$ cat config.mk
export PLATFORM = sky130hd
export DESIGN_NAME = mem_arbiter
export DESIGN_NICKNAME = d
export VERILOG_FILES = /design/src/rtl/mem_arb_pkg.sv /design/src/rtl/mem_arb_rr_sel.sv /design/src/rtl/mem_arbiter.sv
export SDC_FILE = /design/constraint.sdc
export NUM_CORES = 1
export LEC_CHECK = 0
export ABC_AREA = 1
export BUFFER_PORTS_ARGS = -buffer_cell sky130_fd_sc_hd__buf_4
export CAP_MARGIN = 5
export CELL_PAD_IN_SITES_DETAIL_PLACEMENT = 0
export CELL_PAD_IN_SITES_GLOBAL_PLACEMENT = 2
export CORE_ASPECT_RATIO = 1.5
export CORE_MARGIN = 5
export CORE_UTILIZATION = 21
export CTS_CLUSTER_DIAMETER = 50
export DETAILED_ROUTE_END_ITERATION = 10
export PLACE_DENSITY = 0.91
export SLEW_MARGIN = 40
export SYNTH_ARGS = -nofsm -noshare
export SYNTH_HDL_FRONTEND = slang
export SYNTH_SLANG_ARGS = --single-unit
$ cat constraint.sdc
create_clock -name CLOCK_50 -period 1.7 [get_ports CLOCK_50]
set_clock_uncertainty 0.1 [all_clocks]
set_input_delay 0.34 -clock CLOCK_50 [delete_from_list [all_inputs] [get_ports CLOCK_50]]
set_output_delay 0.34 -clock CLOCK_50 [all_outputs]
set_load 0.01 [all_outputs]
$ cat src/rtl/mem_arb_pkg.sv
// Shared definitions for the two-port memory arbiter: FSM encoding, port
// indices and datapath widths.
package mem_arb_pkg;

    localparam int ADDR_W = 8;
    localparam int DATA_W = 8;

    localparam logic PORT0 = 1'b0;
    localparam logic PORT1 = 1'b1;

    typedef enum logic [1:0] {
        IDLE = 2'd0,
        ACC  = 2'd1,
        RSP  = 2'd2
    } arb_state_t;

endpackage

$ cat src/rtl/mem_arb_rr_sel.sv
// Round-robin winner select for two requesters: on a tie the port that was
// not granted last wins; a lone requester always wins.
module mem_arb_rr_sel
    import mem_arb_pkg::*;
(
    input  logic req0,
    input  logic req1,
    input  logic last,
    output logic any_req,
    output logic winner
);

    always_comb begin
        any_req = req0 | req1;
        if (req0 && req1) begin
            winner = ~last;
        end else if (req1) begin
            winner = PORT1;
        end else begin
            winner = PORT0;
        end
    end

endmodule

$ cat src/rtl/mem_arbiter.sv
// Two-port arbiter in front of a single-port 256x8 memory with 1-cycle read
// latency. Define MEM_ARB_FIXED_PRIO_EN to make port 0 win every tie.
module mem_arbiter
    import mem_arb_pkg::*;
(
    input  logic              CLOCK_50,
    input  logic              reset,
    input  logic              req0,
    input  logic              req1,
    input  logic              we0,
    input  logic              we1,
    input  logic [ADDR_W-1:0] addr0,
    input  logic [ADDR_W-1:0] addr1,
    input  logic [DATA_W-1:0] wdata0,
    input  logic [DATA_W-1:0] wdata1,
    output logic              gnt0,
    output logic              gnt1,
    output logic              rvalid0,
    output logic              rvalid1,
    output logic [DATA_W-1:0] rdata,
    output logic [ADDR_W-1:0] mem_addr,
    output logic [DATA_W-1:0] mem_wdata,
    output logic              mem_read,
    output logic              mem_write,
    input  logic [DATA_W-1:0] mem_rdata,
    output logic              busy
);

    arb_state_t        state;
    arb_state_t        state_nxt;
    logic              lat_we;
    logic              lat_port;
    logic [ADDR_W-1:0] lat_addr;
    logic [DATA_W-1:0] lat_wdata;
    logic              any_req;
    logic              winner;
    logic              take;

`ifdef MEM_ARB_FIXED_PRIO_EN
    assign any_req = req0 | req1;
    assign winner  = req0 ? PORT0 : PORT1;
`else
    logic last;

    mem_arb_rr_sel u_rr_sel (
        .req0    (req0),
        .req1    (req1),
        .last    (last),
        .any_req (any_req),
        .winner  (winner)
    );

    // Reset to PORT1 so that port 0 takes the first tie.
    always_ff @(posedge CLOCK_50) begin
        if (reset) begin
            last <= PORT1;
        end else if (take) begin
            last <= winner;
        end
    end
`endif

    // Requests are only looked at outside ACC; taking one always enters ACC.
    assign take = (state != ACC) && any_req;

    always_ff @(posedge CLOCK_50) begin
        if (reset) begin
            state     <= IDLE;
            lat_we    <= 1'b0;
            lat_port  <= PORT0;
            lat_addr  <= '0;
            lat_wdata <= '0;
        end else begin
            state <= state_nxt;
            if (take) begin
                lat_port  <= winner;
                lat_we    <= (winner == PORT1) ? we1    : we0;
                lat_addr  <= (winner == PORT1) ? addr1  : addr0;
                lat_wdata <= (winner == PORT1) ? wdata1 : wdata0;
            end
        end
    end

    always_comb begin
        state_nxt = state;
        case (state)
            IDLE, RSP: state_nxt = any_req ? ACC : IDLE;
            ACC:       state_nxt = lat_we ? IDLE : RSP;
            default:   state_nxt = IDLE;
        endcase
    end

    always_comb begin
        gnt0      = 1'b0;
        gnt1      = 1'b0;
        rvalid0   = 1'b0;
        rvalid1   = 1'b0;
        rdata     = '0;
        mem_addr  = '0;
        mem_wdata = '0;
        mem_read  = 1'b0;
        mem_write = 1'b0;
        busy      = (state != IDLE);
        if (state == ACC) begin
            gnt0      = (lat_port == PORT0);
            gnt1      = (lat_port == PORT1);
            mem_addr  = lat_addr;
            mem_wdata = lat_wdata;
            mem_write = lat_we;
            mem_read  = ~lat_we;
        end
        if (state == RSP) begin
            rvalid0 = (lat_port == PORT0);
            rvalid1 = (lat_port == PORT1);
            rdata   = mem_rdata;
        end
    end

endmodule
==> results of run 1 <==
-- Yosys cell counts --
cell type	instances
nor2_2	1
nand3_1	2
nor2_1	82
dfxtp_1	21
inv_1	44
a21oi_1	1
nor3_1	2
nand2_2	2
o21ai_4	1
nand2_1	73
inv_2	1
clkinv_1	1
buf_4	1
buf_2	1
buf_6	3
nor2_4	1
clkbuf_1	3
-- power by group --
group	internal, mW	total, mW	switching, mW
sequential	0.541	0.557	0.0157
clock	0.167	0.332	0.165
combinational	0.196	0.423	0.227
total	0.904	1.31	0.408
-- stage by stage --
step	cells	utilization, %	hold slack, ns	power [mW]	area [µm²]
detailed placement	385	31.94	0.3457	0.9967	1944
finish	389	32.87	0.1645	1.312	2001
CTS	389	32.68	0.1607	1.332	1989
global placement	385	31.94	0.3425	0.9938	1944
floorplan	240	-	0.3091	0.8156	1304
global route	389	32.87	0.1539	1.423	2001
-- state kept, by name, summed over array words and instances (netlist names) --
register	cells
lat_addr	8
lat_we	1
last	1
lat_port	1
lat_wdata	8
state	2
-- worst register-to-register path, delay by kind of cell (launching register included) --
kind / cells / cell delay [ns]
DFF: 1 / 0.33
buffers and inverters: 1 / 0.10
and+or+nand+nor: 5 / 0.68
-- area by class of cell --
cell class / instances / share of cell area (%)
clock buffers: 4 / 2.251
repair buffers: 79 / 30.27
well taps: 74 / 4.628
flip-flops and latches: 21 / 21.08
multi-input cells: 165 / 33.15
inverters: 46 / 8.630
-- layer usage --
| layer | part of all wire (%) | vias to the layer above | track usage (%) |
|---|---|---|---|
| met1 | 33 | 613 | 10.28 |
| li1 | - | 822 | - |
| met4 | 1.9 | 0 | 4.580 |
| met3 | 9.3 | 5 | 1.608 |
| met2 | 55 | 47 | 18.97 |
| met5 | 0 | - | 0 |
-- logic make-up (layout without fill, tap and decap cells) --
| group | count (synthesis) | in the layout | synth area share, % |
|---|---|---|---|
| AO/OA/AOI/OAI | 2 | 2 | 1.631 |
| buffers and inverters | 54 | 129 | 17.66 |
| flip-flops | 21 | 21 | 32.25 |
| AND/OR/NAND/NOR | 163 | 163 | 48.46 |
-- final timing paths --
check | end
setup reg to reg | lat_addr[2]
hold / removal | lat_port
setup / recovery | mem_addr[6]
hold reg to reg | state[1]
-- what timing repair did --
item	in CTS	in global routing
setup endpoints to repair	0	15
resized for setup	0	5
setup buffers	0	0
hold buffers	0	0
==> key figures, run 1 <==
Clock tree
  • CTS buffer count: 3
  • Clock root cell: clkbuf_8
  • H-Tree Depth: 1
  • Clk sink count: 21
  • TritonCTS clock tree: done
  • Bufs on Longest Clock Path: 2
  • Clock Latency Late Sink: 0.26 ns
  • Clock Pin Slew Worst Setup and Hold Paths: 0.08 ns

Place
  • Place WS: approximately 0.26 ns
  • Post-detail-place hpwl: around 3000 µm
  • Buffers on Ports: 76
  • GPL Wtd Cong: 0.6933

Floorplanning
  • Die Y: between 100 and 150 µm
  • Die area: just under 0.008 mm²
  • Core Rows: 35
  • Die width: approximately 74 µm
  • Initial Utilization: between 20% and 30%
  • # IOs: between 70 and 80
  • Core Area: 0.006087 mm²

Timing
  • Final setup fails: 0
  • RSZ-0062 raised after global routing: false
  • Slew HR: a little under two thirds
  • F_max: 623.5 MHz
  • Final Cycle Share: 94.35%
  • Final hold violation count: 0
  • Final worst path period need: about 1.6 ns
  • Least-Margin Pin Slew: approximately 0.54 ns
  • Setup TNS: 0 ns
  • Setup ws final: slightly below 0.1 ns
  • Fin. max-slew vios: 0

Hold path
  • Hold Startpoint: reset
  • Tightest Hold Check Type: in2reg
  • Worst Hold Depth: 2

Global routing
  • Initial antenna violation count: 0
  • First-pass GRT wire length: 6134 µm
  • Vias in the first global route: around 1.4k
  • Total global-route track usage: 10.03%
  • Largest net degree at the start of global routing: 23
  • Total grt overflow: 0

Route
  • Final ANT Viol Nets: 0
  • First-pass iteration count of the detailed router: 4
  • Drt first-iter violations: 36
  • Vias per inst: around 3.8
  • Vias after detailed routing: around 1.5k
  • DRC: 0
  • Avg WL per Cell: 10.07 µm
  • Drt total wl: just under 4000 µm

Critical path
  • Critical path class: reg2out
  • Most used cell, CP: buf_4
  • CP max FO: 12
  • CP Buf/Inv Count: 3
  • Kind of cell adding the most delay to the critical path: buffers and inverters
  • CP cell instances: inv_2, nand2_2, buf_4, nor2_1, buf_4
  • Reg2Reg Setup Slack: ~0.39 ns
  • Reg2reg start: state[0]
  • Worst Setup Start Kind: flop
  • CP startpoint: state[1]
  • Worst r2r path cells: 6
  • Crit path capture type: primary output
  • CP Depth: 5
  • CP max stage cell: dfxtp_2
  • Max stage delay on crit path: between 0.3 and 0.4 ns
  • Data required, critical path: about 1.3 ns
  • Crit path DAT: between 1 and 1.5 ns

Synth
  • Sequential share of the synthesized area: about a third
  • Avg Cell Area, Syn: between 5 and 6 µm²
  • Mapped Area: 0.001304 mm²
  • Post-Synthesis Cells: between 200 and 250
  • Top cells by area, synth: dfxtp_1 (32%), nor2_1 (24%), nand2_1 (21%)
  • Post-synth top area share: about a third
  • FF+latch count, synth: 21
  • Post-synth top area cell: dfxtp_1
  • Syn Nets: ~290
  • Yosys cell types: 17
  • YS warnings: 0

Finish
  • Layout fillers: just over 700
  • Most common cell after layout, fill and taps aside: nor2_1
  • Fin nets: ~360
  • Share of layout cells above drive strength 1: 29.52%
  • Most frequent cells in the layout: nor2_1 (79), buf_4 (78), nand2_1 (72)
  • FF+latch area: ~420 µm²
  • ANT cells: 0
  • Layout area overhead: 53.46%
  • Multi-input logic area: between 600 and 700 µm²

Flow run
  • Max Cap Violations: 0

Pwr
  • Pwr/cell area: around 660 mW/mm²
  • Static Leak: about 1.2 nW
  • Worst vdd ir: ~0.00025 V

Status
  • Status: finished, final reports clean
(Power assumes the default switching activity.)
==> inputs of run 2 (changes only) <==
Settings changed: PLACE_DENSITY 0.91 to 0.89.
==> run 2 against run 1 <==
  * Sequential share of layout area about the same
  * Largest cell class unchanged
  * Design area down 0.19%
  * Critical endpoint is now mem_addr[3]
  * Maximum frequency down 0.13%
==> key figures, run 2 (synthesized netlist as in run 1, its figures left out) <==
Route
  • Drt first-iter violations: 27 (-25%)
  • Vias after detailed routing: 1467 (-1.3%)
  • Final ANT Viol Nets: 0 (unchanged)
  • DRC: 0 (unchanged)
  • Avg WL per Cell: 9.977 µm (-0.97%)
  • Drt total wl: 3871 µm (-1.2%)
  • First-pass iteration count of the detailed router: 4 (unchanged)
  • Vias per inst: 3.781 (-1.1%)

Clock tree
  • Clock Latency Late Sink: 0.25 ns (about the same)
  • Bufs on Longest Clock Path: 2 (unchanged)
  • CTS buffer count: 3 (unchanged)
  • TritonCTS clock tree: done
  • Clk sink count: 21 (unchanged)
  • Clock root cell: clkbuf_8
  • Clock Pin Slew Worst Setup and Hold Paths: 0.08 ns (about the same)
  • H-Tree Depth: 1 (unchanged)

Timing
  • Slew HR: 63.38% (-0.18 points)
  • Final hold violation count: 0 (unchanged)
  • Setup TNS: 0 ns (unchanged)
  • Final setup fails: 0 (unchanged)
  • Least-Margin Pin Slew: 0.5459 ns (+0.001393 ns)
  • Fin. max-slew vios: 0 (unchanged)
  • F_max: 622.7 MHz (-0.13%)
  • Setup ws final: 0.09399 ns (-0.002052 ns)
  • Final worst path period need: 1.606 ns (+0.002052 ns)
  • Final Cycle Share: 94.47% (+0.12 points)
  • RSZ-0062 raised after global routing: false

Finish
  • Util after Layout: 32.81% (-0.062 points)
  • ANT cells: 0 (unchanged)
  • Most frequent cells in the layout: nor2_1 (82), buf_4 (76), nand2_1 (72)
  • Final instance area: 0.001997 mm² (-0.19%)
  • Share of layout cells above drive strength 1: 28.03% (-1.5 points)
  • Largest regs: lat_addr x8, lat_wdata x8, state x2
  • Layout area overhead: 53.17%
  • Fin nets: 361 (-0.28%)
  • Most common cell after layout, fill and taps aside: nor2_1
  • Layout fillers: 707 (-1.9%)

Floorplanning
  • Core Rows: 35 (unchanged)
  • Core Area: 0.006087 mm² (unchanged)
  • Initial Utilization: 21.42% (unchanged)
  • # IOs: 77 (unchanged)
  • Die area: 0.007917 mm² (unchanged)
  • Die width: 74.34 µm (unchanged)
  • Die Y: 106.5 µm (unchanged)

Pwr
  • Static Leak: 1.184 nW (+0.10%)
  • Worst vdd ir: 0.0002146 V (-15%)
  • Pwr/cell area: 651.2 mW/mm² (-0.72%)
  • PnR Total Power: 1.300 mW (-0.91%)

Place
  • Post-detail-place hpwl: 3029 µm (-1.1%)
  • Area post-placement: 0.001949 mm² (+0.26%)
  • Place WS: 0.2588 ns (+0.002486 ns)
  • Buffers on Ports: 76 (unchanged)
  • GPL Wtd Cong: 0.6990 (+0.82%)

Global routing
  • Vias in the first global route: 1355 (+0.22%)
  • Initial antenna violation count: 0 (unchanged)
  • First-pass GRT wire length: 6037 µm (-1.6%)
  • Largest net degree at the start of global routing: 35 (+52%)
  • Total global-route track usage: 9.766% (-0.26 points)
  • Total grt overflow: 0 (unchanged)

Status
  • Status: finished, final reports clean

Critical path
  • Crit path DAT: 1.17 ns (about the same)
  • Crit path capture type: primary output
  • CP max FO: 22 (+10)
  • CP max stage cell: dfxtp_1
  • Max stage delay on crit path: 0.34 ns (about the same)
  • Critical path class: reg2out
  • Data required, critical path: 1.26 ns (about the same)
  • Worst Setup Start Kind: flop
  • CP cell instances: inv_2, nand2_2, buf_12, nor2_1, buf_4

Hold path
  • Tightest Hold Check Type: in2reg

Flow run
  • Max Cap Violations: 0 (unchanged)
-- run 2: cell count changes in the layout (fill, tap and decap cells not counted), sizes merged --
cell / change
buf: -1
-- run 2: repair_timing --
item,CTS,global route
gates resized for setup,0,1
endpoints found under the setup margin,0,2
hold buffers,0,0
setup buffers,0,0
-- run 2: cell type report --
class	instances	area, µm²	area share (%)
Multi-Input combinational cell	165	655.6	32.83
Timing Repair Buffer	78	610.6	30.58
Sequential cell	21	420.4	21.05
Inverter	46	172.7	8.647
Tap cell	74	92.59	4.637
Clock buffer	4	45.04	2.256
-- run 2: stage by stage --
stage               std cells  hold WS [ns]
finish                    388        0.1682
global route              388        0.1709
CTS                       388        0.1622
detailed placement        384        0.3690
global placement          384        0.3523
floorplan                 240        0.3091
-- run 2: path summary, 6_finish.rpt --
kind	start	to	slack, ns	cells after the start
worst max-delay path	state[1]	mem_addr[3]	0.09	5
worst min-delay path	reset	lat_port	0.17	2
worst max register to register	state[0]	lat_wdata[4]	0.40	6
worst min register to register	lat_we	state[1]	0.36	1
-- run 2: report_power, final --
part / leakage (nW) / total [mW] / internal [mW] / switching (mW)
combinational: 0.986 / 0.419 / 0.198 / 0.222
clock: 0.0228 / 0.323 / 0.167 / 0.156
sequential: 0.175 / 0.558 / 0.541 / 0.0167
-- run 2: per-layer routing --
layer  wire length (µm)  vias to the layer above  track usage (%)
li1                   -                      820                -
met1               1367                      605            10.06
met2               2180                       40            18.97
met3                283                        2            1.514
met4                 38                        0            3.435
met5                  0                        -                0
-- run 2: critical path: cells and delay by family, from the launching register on --
kind                   cells  cell delay (ns)
buffers and inverters      3             0.36
and+or+nand+nor            2             0.20
DFF                        1             0.34
==> inputs of run 3 (changes only) <==
Settings changed: ABC_AREA 1 to unset, CORE_UTILIZATION 21 to 22, PLACE_DENSITY 0.89 to 0.83.
Clock period 1.7 ns to 1.55 ns, I/O delays scaled along.
==> run 3 against run 2 <==
  * The flow now finishes with violations (negative setup slack)
  * Via count down 10%
  * Die area down 9.2%
  * Critical path depth down 1
  * Clock-buffer cell count unchanged
  * Design area up 5.3%
  * Routed wire length up 5.2%
  * Flip-flop and latch count unchanged
  * Sequential share of layout area down 0.93 points
  * Synthesized cell count down 39%
  * Synthesized area down 6.0%
  * Critical path type unchanged
  * Largest cell class unchanged
  * Highest routed layer unchanged
==> key figures, run 3 <==
Status
  • Status: finished, violations left
  • Failing checks: negative setup slack

Clock tree
  • Clk sink count: 21 (unchanged)
  • H-Tree Depth: 1 (unchanged)
  • Clock Pin Slew Worst Setup and Hold Paths: 0.08 ns (about the same)
  • Clock Latency Late Sink: 0.25 ns (about the same)
  • CTS Hold Buffers Added: 0 (unchanged)
  • Clock root cell: clkbuf_8
  • Bufs on Longest Clock Path: 2 (unchanged)
  • TritonCTS clock tree: done
  • CTS buffer count: 3 (unchanged)

Critical path
  • Max stage delay on crit path: 0.35 ns (about the same)
  • Worst r2r path cells: 6 (unchanged)
  • CP max FO: 8 (-64%)
  • Reg2reg start: state[1]
  • Most used cell, CP: buf_6
  • CP cell instances: and2b_2, buf_6, and2_4, buf_6
  • Crit path DAT: 1.26 ns (+0.09 ns)
  • Critical path class: reg2out
  • CP max stage cell: dfxtp_2
  • R2r endpoint: lat_addr[7]
  • Crit path capture type: primary output
  • Reg2Reg Setup Slack: 0.07 ns (-0.33 ns)
  • Data required, critical path: 1.14 ns (-0.12 ns)
  • Worst Setup Start Kind: flop

Floorplanning
  • # IOs: 77 (unchanged)
  • Die width: 70.93 µm (-4.6%)
  • Core Rows: 33 (-5.7%)
  • Die area: 0.007191 mm² (-9.2%)
  • Core Area: 0.005450 mm² (-10%)
  • Die Y: 101.4 µm (-4.8%)
  • Initial Utilization: 22.47% (+1.1 points)

Finish
  • Layout area overhead: 71.60%
  • Largest regs: lat_addr x8, lat_wdata x8, state x2
  • ANT cells: 0 (unchanged)
  • Share of layout cells above drive strength 1: 56.33% (+28 points)
  • Most frequent cells in the layout: buf_4 (67), nand2_1 (35), buf_6 (22)
  • Layout fillers: 607 (-14%)
  • Fin nets: 276 (-24%)
  • Most common cell after layout, fill and taps aside: buf_4

Timing
  • Setup TNS: -1.953 ns (-1.953 ns)
  • Setup ws final: -0.1241 ns (-0.2181 ns)
  • Fin. max-slew vios: 0 (unchanged)
  • Final Cycle Share: 108.0%
  • Final setup fails: 19 (+19)
  • RSZ-0062 raised after global routing: true
  • WHS: 0.2183 ns (+0.05010 ns)
  • Final worst path period need: around 1.7 ns
  • Final hold violation count: 0 (unchanged)
  • Least-Margin Pin Slew: 0.5878 ns (+0.04186 ns)
  • F_max: around 600 MHz
  • Slew HR: 60.82% (-2.6 points)

Synth
  • Post-synth top area share: 34.32% (+2.1 points)
  • Post-synth top area cell: dfxtp_1
  • Top-count cell post-synth: nand2_1
  • EDFF count, synth: 0 (unchanged)
  • Dominant synthesized flop cell: dfxtp_1
  • Post-Synthesis Cells: 147 (-39%)
  • Top cells by area, synth: dfxtp_1 (34%), and2_1 (14%), nand2_1 (11%)
  • Most frequent cells after synthesis: nand2_1 (35), and2_1 (27), dfxtp_1 (21)
  • YS warnings: 0 (unchanged)
  • Avg Cell Area, Syn: 8.333 µm² (+53%)
  • Syn Nets: 193 (-33%)
  • Async S/R FF share, synth: 0% (unchanged)
  • Sequential share of the synthesized area: 34.32% (+2.1 points)
  • FF+latch count, synth: 21 (unchanged)
  • Yosys cell types: 21 (+4)
  • Mapped Area: 0.001225 mm² (-6.0%)

Route
  • Final ANT Viol Nets: 0 (unchanged)
  • Vias per inst: 4.405 (+16%)
  • Avg WL per Cell: 13.62 µm (+36%)
  • First-pass iteration count of the detailed router: 4 (unchanged)
  • DRC: 0 (unchanged)
  • Drt first-iter violations: 15 (-44%)
  • Drt total wl: 4071 µm (+5.2%)
  • Vias after detailed routing: 1317 (-10%)

Hold path
  • Hold Startpoint: wdata0[1]
  • Tightest Hold Check Type: in2reg
  • Hold worst-path end: lat_wdata[1]
  • Worst Hold Depth: 3 (+1)

Global routing
  • Total global-route track usage: 11.00% (+1.2 points)
  • Vias in the first global route: 1342 (-0.96%)
  • Largest net degree at the start of global routing: 22 (-37%)
  • Initial antenna violation count: 0 (unchanged)
  • First-pass GRT wire length: 6265 µm (+3.8%)
  • Total grt overflow: 0 (unchanged)

Flow run
  • Max Cap Violations: 0 (unchanged)

Pwr
  • Static Leak: 0.9647 nW (-18%)
  • Pwr/cell area: 707.6 mW/mm² (+8.7%)
  • Worst vdd ir: 0.0004098 V (+91%)

Place
  • Buffers on Ports: 76 (unchanged)
  • GPL Wtd Cong: 0.7401 (+5.9%)
  • Post-detail-place hpwl: 3148 µm (+3.9%)
## run 3: cell types whose count changed in the layout (fill, tap and decap cells not counted), sizes merged, moves of 12 or more
cell	previous run	this run
inv	45	0
buf	78	90
and2	0	27
nand2	75	35
nor2	84	4
a21oi	1	18
a311oi	0	17
## run 3: repair_timing
action	in CTS	in global routing
endpoints found under the setup margin	30	32
hold endpoints to repair	0	0
cloned	1	0
buffers inserted	1	0
pin swaps	16	0
resized for setup	44	5
## run 3: worst max-delay path by stage
stage	start	endpoint	slack [ns]	cells after the start
after global placement	req0	lat_wdata[4]	0.05	4
after detailed placement	req0	lat_wdata[4]	0.007	4
after CTS	state[1]	mem_write	-0.12	4
after floorplan	state[1]	gnt1	0.19	3
after global routing	state[1]	mem_write	-0.16	4
final	state[1]	mem_write	-0.12	4
## run 3: area by class of cell
type                       count  area (µm²)  area share, %
multi-input combinational    114       775.7          36.90
timing repair buffer          90       770.7          36.67
sequential                    21       422.9          20.12
tap                           70       87.58          4.167
clock buffer                   4       45.04          2.143
## run 3: metrics by stage
stage | std cells | power, mW | util [%] | cell area (µm²) | setup slack (ns)
floorplan | 147 | 0.8731 | - | 1225 | 0.1923
global placement | 293 | 1.080 | 34.64 | 1888 | 0.05143
detailed placement | 293 | 1.084 | 34.64 | 1888 | 0.007098
CTS | 299 | 1.501 | 38.13 | 2078 | -0.1232
global route | 299 | 1.579 | 38.57 | 2102 | -0.1645
finish | 299 | 1.487 | 38.57 | 2102 | -0.1241
## run 3: where the power goes
| part | switching [mW] | total (mW) | leakage (nW) | internal [mW] |
|---|---|---|---|---|
| Sequential | 0.0356 | 0.631 | 0.175 | 0.595 |
| Combinational | 0.214 | 0.494 | 0.767 | 0.280 |
| Clock | 0.180 | 0.363 | 0.0228 | 0.183 |
| Total | 0.430 | 1.49 | 0.965 | 1.06 |
## run 3: cells by family (layout without fill, tap and decap cells)
kind of cell	Yosys count	after routing	share of synthesized area (%)
AOI/OAI and AO/OA	39	39	26.76
and+or+nand+nor	75	75	30.95
buffers and inverters	12	94	7.966
DFF	21	21	34.32
## run 3: worst max-delay path: cells and delay by family (launching register included)
kind	cells	cell delay [ns]
AND/OR/NAND/NOR	2	0.41
flip-flops	1	0.35
buffers and inverters	2	0.25
## run 3: per-layer routing
layer,GRT usage (%),share of wire [%]
met5,0,0
met4,3.907,1.3
met3,2.383,6.2
met2,21.30,55
met1,11.46,38
